$ cat src/rtl/dispather_input.sv
// Descriptor dispatcher front end: takes the head of a showahead descriptor FIFO, asks the
// dispatcher for a cpuid, then forwards (or drops) the descriptor and pops the FIFO.
module dispather_input #(
  parameter logic [15:0] ACK_TIMEOUT = 16'd1023
) (
  input  logic        clk,
  input  logic        reset,
  input  logic        in_desc_empty,
  input  logic [31:0] in_desc_q,
  output logic        out_desc_rdreq,
  output logic        out_input_ctl,
  output logic [4:0]  out_input_key,
  input  logic        in_input_ack,
  input  logic        in_input_valid,
  input  logic [4:0]  in_input_cpuid,
  input  logic        in_disp_almostfull,
  output logic        out_disp_wr,
  output logic [31:0] out_disp_data,
  output logic [4:0]  out_disp_cpuid,
  output logic [31:0] out_pass_cnt,
  output logic [31:0] out_drop_cnt
);

  typedef enum logic [1:0] {IDLE_S, REQ_S, REL_S, OUT_S} state_t;

  state_t      state_q, state_d;
  logic        ctl_q, ctl_d;
  logic [4:0]  key_q, key_d;
  logic        rdreq_q, rdreq_d;
  logic        wr_q, wr_d;
  logic [31:0] data_q, data_d;
  logic [4:0]  cpuid_q, cpuid_d;
  logic [31:0] pass_q, pass_d;
  logic [31:0] drop_q, drop_d;
  logic [15:0] wait_q, wait_d;
  logic        lat_valid_q, lat_valid_d;
  logic [4:0]  lat_cpuid_q, lat_cpuid_d;

  always_comb begin
    state_d     = state_q;
    ctl_d       = ctl_q;
    key_d       = key_q;
    rdreq_d     = 1'b0;
    wr_d        = 1'b0;
    data_d      = data_q;
    cpuid_d     = cpuid_q;
    pass_d      = pass_q;
    drop_d      = drop_q;
    wait_d      = wait_q;
    lat_valid_d = lat_valid_q;
    lat_cpuid_d = lat_cpuid_q;
    case (state_q)
      IDLE_S: begin
        ctl_d = 1'b0;
        if (!in_desc_empty && !in_disp_almostfull) begin
          ctl_d   = 1'b1;
          key_d   = in_desc_q[4:0];
          wait_d  = 16'd0;
          state_d = REQ_S;
        end
      end
      REQ_S: begin
        // Ack is checked first so a late ack in the timeout cycle still counts.
        if (in_input_ack) begin
          lat_valid_d = in_input_valid;
          lat_cpuid_d = in_input_cpuid;
          ctl_d       = 1'b0;
          state_d     = REL_S;
        end else if (wait_q == ACK_TIMEOUT) begin
          lat_valid_d = 1'b0;
          ctl_d       = 1'b0;
          state_d     = REL_S;
        end else begin
          wait_d = wait_q + 16'd1;
        end
      end
      REL_S: begin
        // Strobes are set on entry so they are high exactly while in OUT_S.
        if (!in_input_ack) begin
          rdreq_d = 1'b1;
          if (lat_valid_q) begin
            wr_d    = 1'b1;
            data_d  = in_desc_q;
            cpuid_d = lat_cpuid_q;
            pass_d  = pass_q + 32'd1;
          end else begin
            drop_d  = drop_q + 32'd1;
          end
          state_d = OUT_S;
        end
      end
      OUT_S: begin
        state_d = IDLE_S;
      end
      default: begin
        ctl_d   = 1'b0;
        state_d = IDLE_S;
      end
    endcase
  end

  always_ff @(posedge clk) begin
    if (!reset) begin
      state_q     <= IDLE_S;
      ctl_q       <= 1'b0;
      key_q       <= 5'd0;
      rdreq_q     <= 1'b0;
      wr_q        <= 1'b0;
      data_q      <= 32'd0;
      cpuid_q     <= 5'd0;
      pass_q      <= 32'd0;
      drop_q      <= 32'd0;
      wait_q      <= 16'd0;
      lat_valid_q <= 1'b0;
      lat_cpuid_q <= 5'd0;
    end else begin
      state_q     <= state_d;
      ctl_q       <= ctl_d;
      key_q       <= key_d;
      rdreq_q     <= rdreq_d;
      wr_q        <= wr_d;
      data_q      <= data_d;
      cpuid_q     <= cpuid_d;
      pass_q      <= pass_d;
      drop_q      <= drop_d;
      wait_q      <= wait_d;
      lat_valid_q <= lat_valid_d;
      lat_cpuid_q <= lat_cpuid_d;
    end
  end

  assign out_desc_rdreq = rdreq_q;
  assign out_input_ctl  = ctl_q;
  assign out_input_key  = key_q;
  assign out_disp_wr    = wr_q;
  assign out_disp_data  = data_q;
  assign out_disp_cpuid = cpuid_q;
  assign out_pass_cnt   = pass_q;
  assign out_drop_cnt   = drop_q;

endmodule

$ cat config.mk
export PLATFORM = sky130hd
export DESIGN_NAME = dispather_input
export DESIGN_NICKNAME = d
export VERILOG_FILES = /design/src/rtl/dispather_input.sv
export SDC_FILE = /design/constraint.sdc
export NUM_CORES = 1
export LEC_CHECK = 0
export ABC_AREA = 1
export BUFFER_PORTS_ARGS = -buffer_cell sky130_fd_sc_hd__buf_2
export CAP_MARGIN = 20
export CORE_ASPECT_RATIO = 1.75
export CORE_MARGIN = 2
export CORE_UTILIZATION = 49
export CTS_CLUSTER_SIZE = 28
export DETAILED_ROUTE_END_ITERATION = 10
export PLACE_DENSITY = 0.77
export SLEW_MARGIN = 10
export SYNTH_ARGS = -nofsm -noshare
export SYNTH_HDL_FRONTEND = slang
export SYNTH_SLANG_ARGS = --single-unit
$ cat constraint.sdc
create_clock -name clk -period 1.5 [get_ports clk]
set_input_delay 0.3 -clock clk [delete_from_list [all_inputs] [get_ports clk]]
set_output_delay 0.3 -clock clk [all_outputs]
set_load 0.005 [all_outputs]
# Word-level counts from Yosys, hierarchy flattened

Cells that the tools add are included.

Bits in read-only memories: 0
Latch bits: 0
Input bits: 43
Flip-flop bits (word level): 133
Output and inout port bits: 109
Bits in writable memories: 0
Word-level logic and storage cells: 60
Memories kept: 0

Muxes and demuxes: 16
Shift-type cells: 0
Reductions and logical operators: 16
Multipliers: 0
Equality and inequality tests: 9
$lt $le $gt $ge: 0
Divide/modulo/power cells: 0
$add $sub $neg: 3
Bitwise operators: 4

Operators with widths:

| cell                                                   | number |
|---|---|
| adder 32 x 1 -> 32 bit (second input constant)         | 2 |
| 2-to-1 mux 16 bit                                      | 3 |
| one-hot mux 16 bit (2 select lines)                    | 1 |
| adder 16 x 1 -> 16 bit (second input constant)         | 1 |
| equality test 16 x 10 -> 1 bit (second input constant) | 1 |
| AND reduction 2 bit                                    | 5 |
| AND reduction 3 bit                                    | 3 |
| 2-to-1 mux 2 bit                                       | 4 |
| != test 2 bit (second input constant)                  | 4 |
| one-hot mux 2 bit (4 select lines)                     | 1 |
| 2-to-1 mux 1 bit                                       | 6 |
| equality test 2 bit (second input constant)            | 2 |
| inverter 1 bit                                         | 4 |
| AND reduction 4 bit                                    | 1 |
| nonzero test 2 bit                                     | 2 |
| != test 3 bit (second input constant)                  | 1 |
| OR reduction 3 bit                                     | 1 |
| equality test 2 x 1 -> 1 bit (second input constant)   | 1 |
| logical NOT 1 bit                                      | 2 |
| logical NOT 2 bit                                      | 1 |
| one-hot mux 1 bit (2 select lines)                     | 1 |
| logical AND 1 bit                                      | 1 |

# Logic depth before layout (Yosys ltp)

Gate-level depths: netlist of run 1.

Depth in word-level cells: 4
Gate-level depth with buffers: 11
Mapped depth without buffers: 11

# Worst setup path before layout of run 1

No wires, ideal clock.

Kind: reg-to-reg
From: reg state_q[0]
To: reg pass_q[16] (netlist: out_pass_cnt[16])
Cell stages (with the launch flop): 11
Required time: 1384 ps
Path buffers: 1
Setup slack: -20 ps
Setup time: 116 ps
Clock period less this slack: 1520 ps
Arrival: 1403 ps
Cells stage by stage: dfxtp_1 inv_1 ha_1 nand3_2 buf_6 nor2_2 nand2_1 nor2_1 nand2_1 o21ai_1 a21oi_1

Longest elaborated chain between the ends: 2

Ends and longest elaborated chain:

| what                                 | RTL line | RTL |
|---|---|---|
| start, declared                      | 26       | `state_t state_q, state_d;` |
| start signal, assigned               | 117      | `state_q <= state_d;` |
| equality test 2 bit                  | 52       | `case (state_q)` |
| AND reduction 3 bit (no source line) | n/a      |  |
| end signal, assigned                 | 124      | `pass_q <= pass_d;` |
| end, declared                        | 33       | `logic [31:0] pass_q, pass_d;` |

No other way between the ends.
A chain may end at the register's enable or synchronous reset.

# Worst setup path after layout of run 1

From: reg state_q[0]
To: reg pass_q[8] (netlist: out_pass_cnt[8])

Same word-level chain as after synthesis.

==> results of run 1 <==
==> power groups by stage <==
stage	Clock [mW]	Combinational (mW)	Sequential, mW
after global routing	4.35	2.92	3.98
after detailed placement	0	2.00	3.98
after global placement	0	1.97	3.97
after floorplan	0	1.38	3.97
after CTS	4.18	2.33	3.92
final	4.13	2.67	3.96
==> logic make-up (layout without fill, tap and decap cells) <==
| logic type | Yosys count | after routing | share of synthesized area |
|---|---|---|---|
| DFF | 133 | 133 | 0.4138 |
| adders and majority gates | 6 | 6 | 0.01167 |
| xor gates and xnor gates | 8 | 8 | 0.01089 |
| buffers and inverters | 133 | 385 | 0.08225 |
| AOI/OAI and AO/OA | 133 | 133 | 0.1102 |
| other | 0 | 1 | 0 |
| and+or+nand+nor | 554 | 557 | 0.3712 |
==> worst paths after layout <==
path                                       start                        endpoint  slack, ps  depth (start not counted)
setup / recovery         state_q[0]$_SDFFE_PN0P_    out_pass_cnt[8]$_SDFFE_PN0P_        -50                         10
hold / removal                     in_desc_q[26]  out_disp_data[26]$_SDFFE_PN0P_        120                          3
setup reg to reg         state_q[0]$_SDFFE_PN0P_    out_pass_cnt[8]$_SDFFE_PN0P_        -50                         10
hold reg to reg   out_disp_data[13]$_SDFFE_PN0P_  out_disp_data[13]$_SDFFE_PN0P_        460                          2
==> layout make-up <==
cell class / instances / area [um2]
timing repair buffer: 248 / 1585
fill: 980 / 3690
clock inverter: 15 / 157.7
antenna: 1 / 2.502
sequential: 133 / 2686
inverter: 105 / 399.1
clock buffer: 17 / 425.4
multi-input combinational: 704 / 3709
tap: 171 / 214.0
==> placed cells by master (no fill, tap or decap), types with 20 or more instances in the layout <==
cell and count:
a21oi_1 75, buf_2 151, buf_4 84, dfxtp_1 118
inv_1 86, nand2_1 240, nand2_2 22, nand3_1 41
nand4_1 20, nor2_1 145, nor2_2 20, o21ai_0 27
==> metal layers <==
metal | vias up | track usage
met5 | - | 0
met4 | 0 | 0.1802
met3 | 89 | 0.04541
met2 | 306 | 0.4940
met1 | 3392 | 0.2641
li1 | 3575 | -
==> repair_timing <==
item | in CTS | in global routing
pin swaps | 9 | 26
resized for setup | 27 | 116
setup buffers | 6 | 6
endpoints found under the setup margin | 54 | 99
gates cloned | 3 | 0
==> tightest hold or removal path, stage by stage <==
cell,delay [ps]
buf_2,100
nand2_1,50
a21oi_1,50
==> registers in the layout, summed over array words and instances, names as in the netlist, 2 cells and up <==
signal	count
out_disp_cpuid	5
out_drop_cnt	32
out_pass_cnt	32
out_disp_data	32
out_input_key	5
lat_cpuid_q	5
wait_q	16
state_q	2
==> cells in the mapped netlist, types with 8 or more instances <==
master,instances
nand2_1,259
a21oi_1,76
nand4_1,20
o21ai_0,35
nor2_1,166
nor3_1,15
dfxtp_1,133
clkbuf_1,17
inv_1,96
nor2_2,12
nand3_1,56
o21bai_1,8
inv_2,9
==> impl_results.md, run 1 <==
- Area delta synth->final: 42.64%
- MaxCap Viol Count: 0
- Worst path slowest cell: dfxtp_2
- Worst-Margin Slew: 412.8 ps
- Inst Count DP: 1,346
- Synth Instances: 967
- Vias in the first global route: 6,815
- Status: finished with violations
- Yosys cell types: 36
- Worst skew pair latency: 430 ps
- Final instance area: 9179 um2
- Seq cells post-synth: 133
- Clock root cell: clkbuf_16
- Finish-stage setup viols: 14
- Setup TNS: -345.4 ps
- Hold buffers post-CTS: 0
- Longest Clk Path Bufs: 2
- RSZ-0062 raised after global routing: yes
- Via Count: 7,362
- Mean routed wirelength per cell: 14.46 um
- Tot GR Track Use: 0.2648
- Worst relative slew slack: 0.7248
- FMAX: 645.3 MHz
- Synth area leader: dfxtp_1
- Reg power frac: 0.368
- Tcrit/Tclk final: 1.033
- CTS tree: done
- Number of synthesized flops with an enable pin: 0
- Crit path DAT: 1860 ps
- Die Span Y: 155.6 um
- Clk slew on worst S/H paths: 60 ps
- Synth Warn #: 0
- Gr ovfl total: 0
- M1 wire length: 7104 um
- Critical path buffers and inverters: 3
- Worst-path cell chain: inv_2 > ha_4 > nand3_4 > buf_12 > nor2_4 > nand2_2 > inv_2 > nand3_2 > o21ai_1 > a21oi_1
- Ys async rst share: 0
- H-tree lvl count: 4
- Worst hold path class: in -> reg
- Critical Path Sink Type: flip-flop
- Synthesized area: 6435 um2
- Cell family with most CP delay: simple AND/OR/NAND/NOR gates
- Max-slew violation count: 0
- Pin count of the biggest net entering global routing: 39
- PD cells: 1172 nW/um2
- Setup ws final: -49.59 ps
- Endpoints failing hold: 0
- # nets final: 1,258
- Logic pwr share: 0.248
- IO Port Bufs: 151
- Non-filler cells, final: 1,394
- Power Total: 10.76 mW
- CP required: 1810 ps
- Crit path largest cell delay: 330 ps
- Layout cells sized above 1: 0.3445
- Clock sinks: 133
- Placer Congestion: 0.8834
- Highest metal used: met4
- Total Wirelength: 20,160 um
- DRC Markers: 0
- Cts bufs inserted: 17
- Final core utilization: 0.7133
- Initial drt markers: 351
- Initial antenna violation count: 1
- DRT antenna net count: 0
- Syn avg cell area: 6.655 um2
- Syn nets: 1,016
- Vias per cell: 5.281
- Worst hold slack: 119.8 ps
- Initial Utilization: 0.5000
- Top cells by area, synth: dfxtp_1 41%, nand2_1 15%, nor2_1 9.7%, a21oi_1 5.9%, inv_1 5.6%
- Failing checks: negative setup slack
- CP Max Fanout: 7
- Sw Ratio: 0.3286
- Ys flop type: dfxtp_1
- Met2 wire length: 10,910 um
- Clk_skew: 9.360 ps
- I/O Pins: 152
- Worst slack, placed: -135.0 ps
- Most used cell, CP: inv_2
- Die area: 14,100 um2
- Crit path kind: reg -> reg
- DP Area: 7973 um2
- Num rows: 55
- Clock Power Share: 0.384
- Yosys top cell area share: 0.4138
- Met3 wire length: 1034 um
- Critical Path Start Type: flip-flop
- Sequential share of the synthesized area: 0.4138
- Net Switching: 3.536 mW
- First-pass DRT Iterations: 7
- Int Power: 7.224 mW
- Final Critical Period: 1550 ps
- HPWL after DPL: 13,090 um
- Horiz. Die Dim: 90.63 um
- Peak supply drop: 0.0008227 V
- P_leak: 3.983 nW
- Core Region: 12,870 um2
- First-pass GRT wire length: 30,480 um
Power figures use the tool's default switching activity.
==> run 2: changes to the inputs <==
- CAP_MARGIN: 20 -> not set
- GPL_TIMING_DRIVEN: not set -> 0
==> impl_results.md, run 2 (synthesis results as in run 1) <==
- Worst-path cell chain: inv_4 > ha_4 > nand3_4 > buf_12 > nor2_4 > nand2_4 > inv_4 > nand2_1 > xor2_1 > nor2_1
- Worst skew pair latency: 430 ps
- Cell family with most CP delay: simple AND/OR/NAND/NOR gates
- Critical Path Sink Type: flip-flop
- First-pass DRT Iterations: 5
- Failing checks: negative setup slack
- Most frequent cells in the layout: 246 x nand2_1, 151 x buf_2, 149 x nor2_1
- # nets final: 1,209
- Sw Ratio: 0.3229
- Pin count of the biggest net entering global routing: 17
- Reg power frac: 0.387
- Int Power: 6.963 mW
- Net Switching: 3.320 mW
- Die area: 14,100 um2
- Most used cell, CP: inv_4
- Clk slew on worst S/H paths: 60 ps
- Total Wirelength: 19,600 um
- Crit path DAT: 1950 ps
- Initial antenna violation count: 1
- FMAX: 603.4 MHz
- Initial Utilization: 0.5000
- First-pass GRT wire length: 29,460 um
- MaxCap Viol Count: 0
- Worst path slowest cell: dfxtp_4
- Clock Power Share: 0.397
- Hold buffers post-CTS: 0
- Logic pwr share: 0.217
- HPWL after DPL: 13,310 um
- Setup ws final: -157.2 ps
- CTS tree: done
- Die Span Y: 155.6 um
- Worst hold slack: 110.0 ps
- Via Count: 7,036
- Max-slew violation count: 0
- H-tree lvl count: 4
- Num rows: 55
- Critical Path Start Type: flip-flop
- RSZ-0062 raised after global routing: yes
- Crit path largest cell delay: 350 ps
- Endpoints failing hold: 0
- Gr ovfl total: 0
- Final Critical Period: 1657 ps
- Layout cells sized above 1: 0.3095
- CP required: 1790 ps
- Status: finished with violations
- Clk_skew: 9.506 ps
- Worst-Margin Slew: 779.7 ps
- Initial drt markers: 418
- Clock sinks: 133
- Peak supply drop: 0.0009625 V
- Commonest non-fill, non-tap cell in the layout: nand2_1
- Core Region: 12,870 um2
- CP Max Fanout: 7
- Longest Clk Path Bufs: 2
- Finish-stage setup viols: 31
- DRC Markers: 0
- Area delta synth->final: 35.95%
- PD cells: 1175 nW/um2
- Mean routed wirelength per cell: 14.57 um
- Placer Congestion: 0.9175
- IO Port Bufs: 150
- Worst relative slew slack: 0.4802
- P_leak: 3.690 nW
- Worst hold path class: in -> reg
- Cts bufs inserted: 17
- Final core utilization: 0.6798
- Critical path buffers and inverters: 3
- Tot GR Track Use: 0.2564
- Clock root cell: clkbuf_16
- Tcrit/Tclk final: 1.105
- Vias per cell: 5.231
- DRT antenna net count: 0
- Horiz. Die Dim: 90.63 um
- Crit path kind: reg -> reg
- I/O Pins: 152
- Vias in the first global route: 6,403
- Filler cell count: 1,068
[run 2: final cells by class]
type	instances	area, um2	area share
multi-input cells	702	3685	0.4212
well taps	171	214.0	0.02446
repair buffers	174	957.2	0.1094
flip-flops and latches	133	2716	0.3105
plain buffers	27	191.4	0.02188
diodes	1	2.502	0.0002860
inverters	105	411.6	0.04705
clock inverters	15	145.1	0.01659
clock buffers	17	425.4	0.04863
[run 2: path summary, 6_finish.rpt]
check / start / end / slack (ps) / cells after the start
max: state_q[0]$_SDFFE_PN0P_ / out_pass_cnt[10]$_SDFFE_PN0P_ / -160 / 10
min: in_desc_q[10] / out_disp_data[10]$_SDFFE_PN0P_ / 110 / 3
min reg2reg: out_disp_data[4]$_SDFFE_PN0P_ / out_disp_data[4]$_SDFFE_PN0P_ / 460 / 2
max reg2reg: state_q[0]$_SDFFE_PN0P_ / out_pass_cnt[10]$_SDFFE_PN0P_ / -160 / 10
[run 2: tightest hold or removal path, stage by stage]
cell and delay (ps):
buf_2 90, nand2_1 50, a21oi_1 50
[run 2: metrics by stage]
step | instances | cell area (um2) | setup slack, ps | setup TNS (ps) | power, mW
floorplan | 967 | 6437 | 22.57 | 0 | 5.350
global placement | 1288 | 7402 | -224.4 | -9354 | 5.795
detailed placement | 1288 | 7402 | -246.7 | -11990 | 5.836
CTS | 1326 | 8155 | -87.20 | -1905 | 10.03
global route | 1345 | 8748 | -236.3 | -5618 | 10.75
finish | 1345 | 8748 | -157.2 | -1998 | 10.28
[run 2: what timing repair did]
| action | in CTS | in global routing |
|---|---|---|
| pin swaps | 7 | 30 |
| resized for setup | 43 | 145 |
| setup buffers | 6 | 17 |
| setup endpoints to repair | 101 | 102 |
| gates cloned | 0 | 3 |
[run 2: power groups by stage]
stage	registers (mW)	logic (mW)	clock network [mW]
2_1_floorplan	3.97	1.38	0
3_3_place_gp	3.99	1.80	0
3_5_place_dp	4.00	1.84	0
4_1_cts	3.95	1.99	4.08
5_1_grt	4.00	2.49	4.26
6_report	3.98	2.23	4.08
[run 2: layer usage]
metal | vias to the layer above | global-route usage | wire length (um)
met1 | 3255 | 0.2614 | 7233
met3 | 60 | 0.04348 | 958
met2 | 243 | 0.5011 | 10670
li1 | 3478 | - | -
met4 | 0 | 0.1150 | 741
met5 | - | 0 | 0
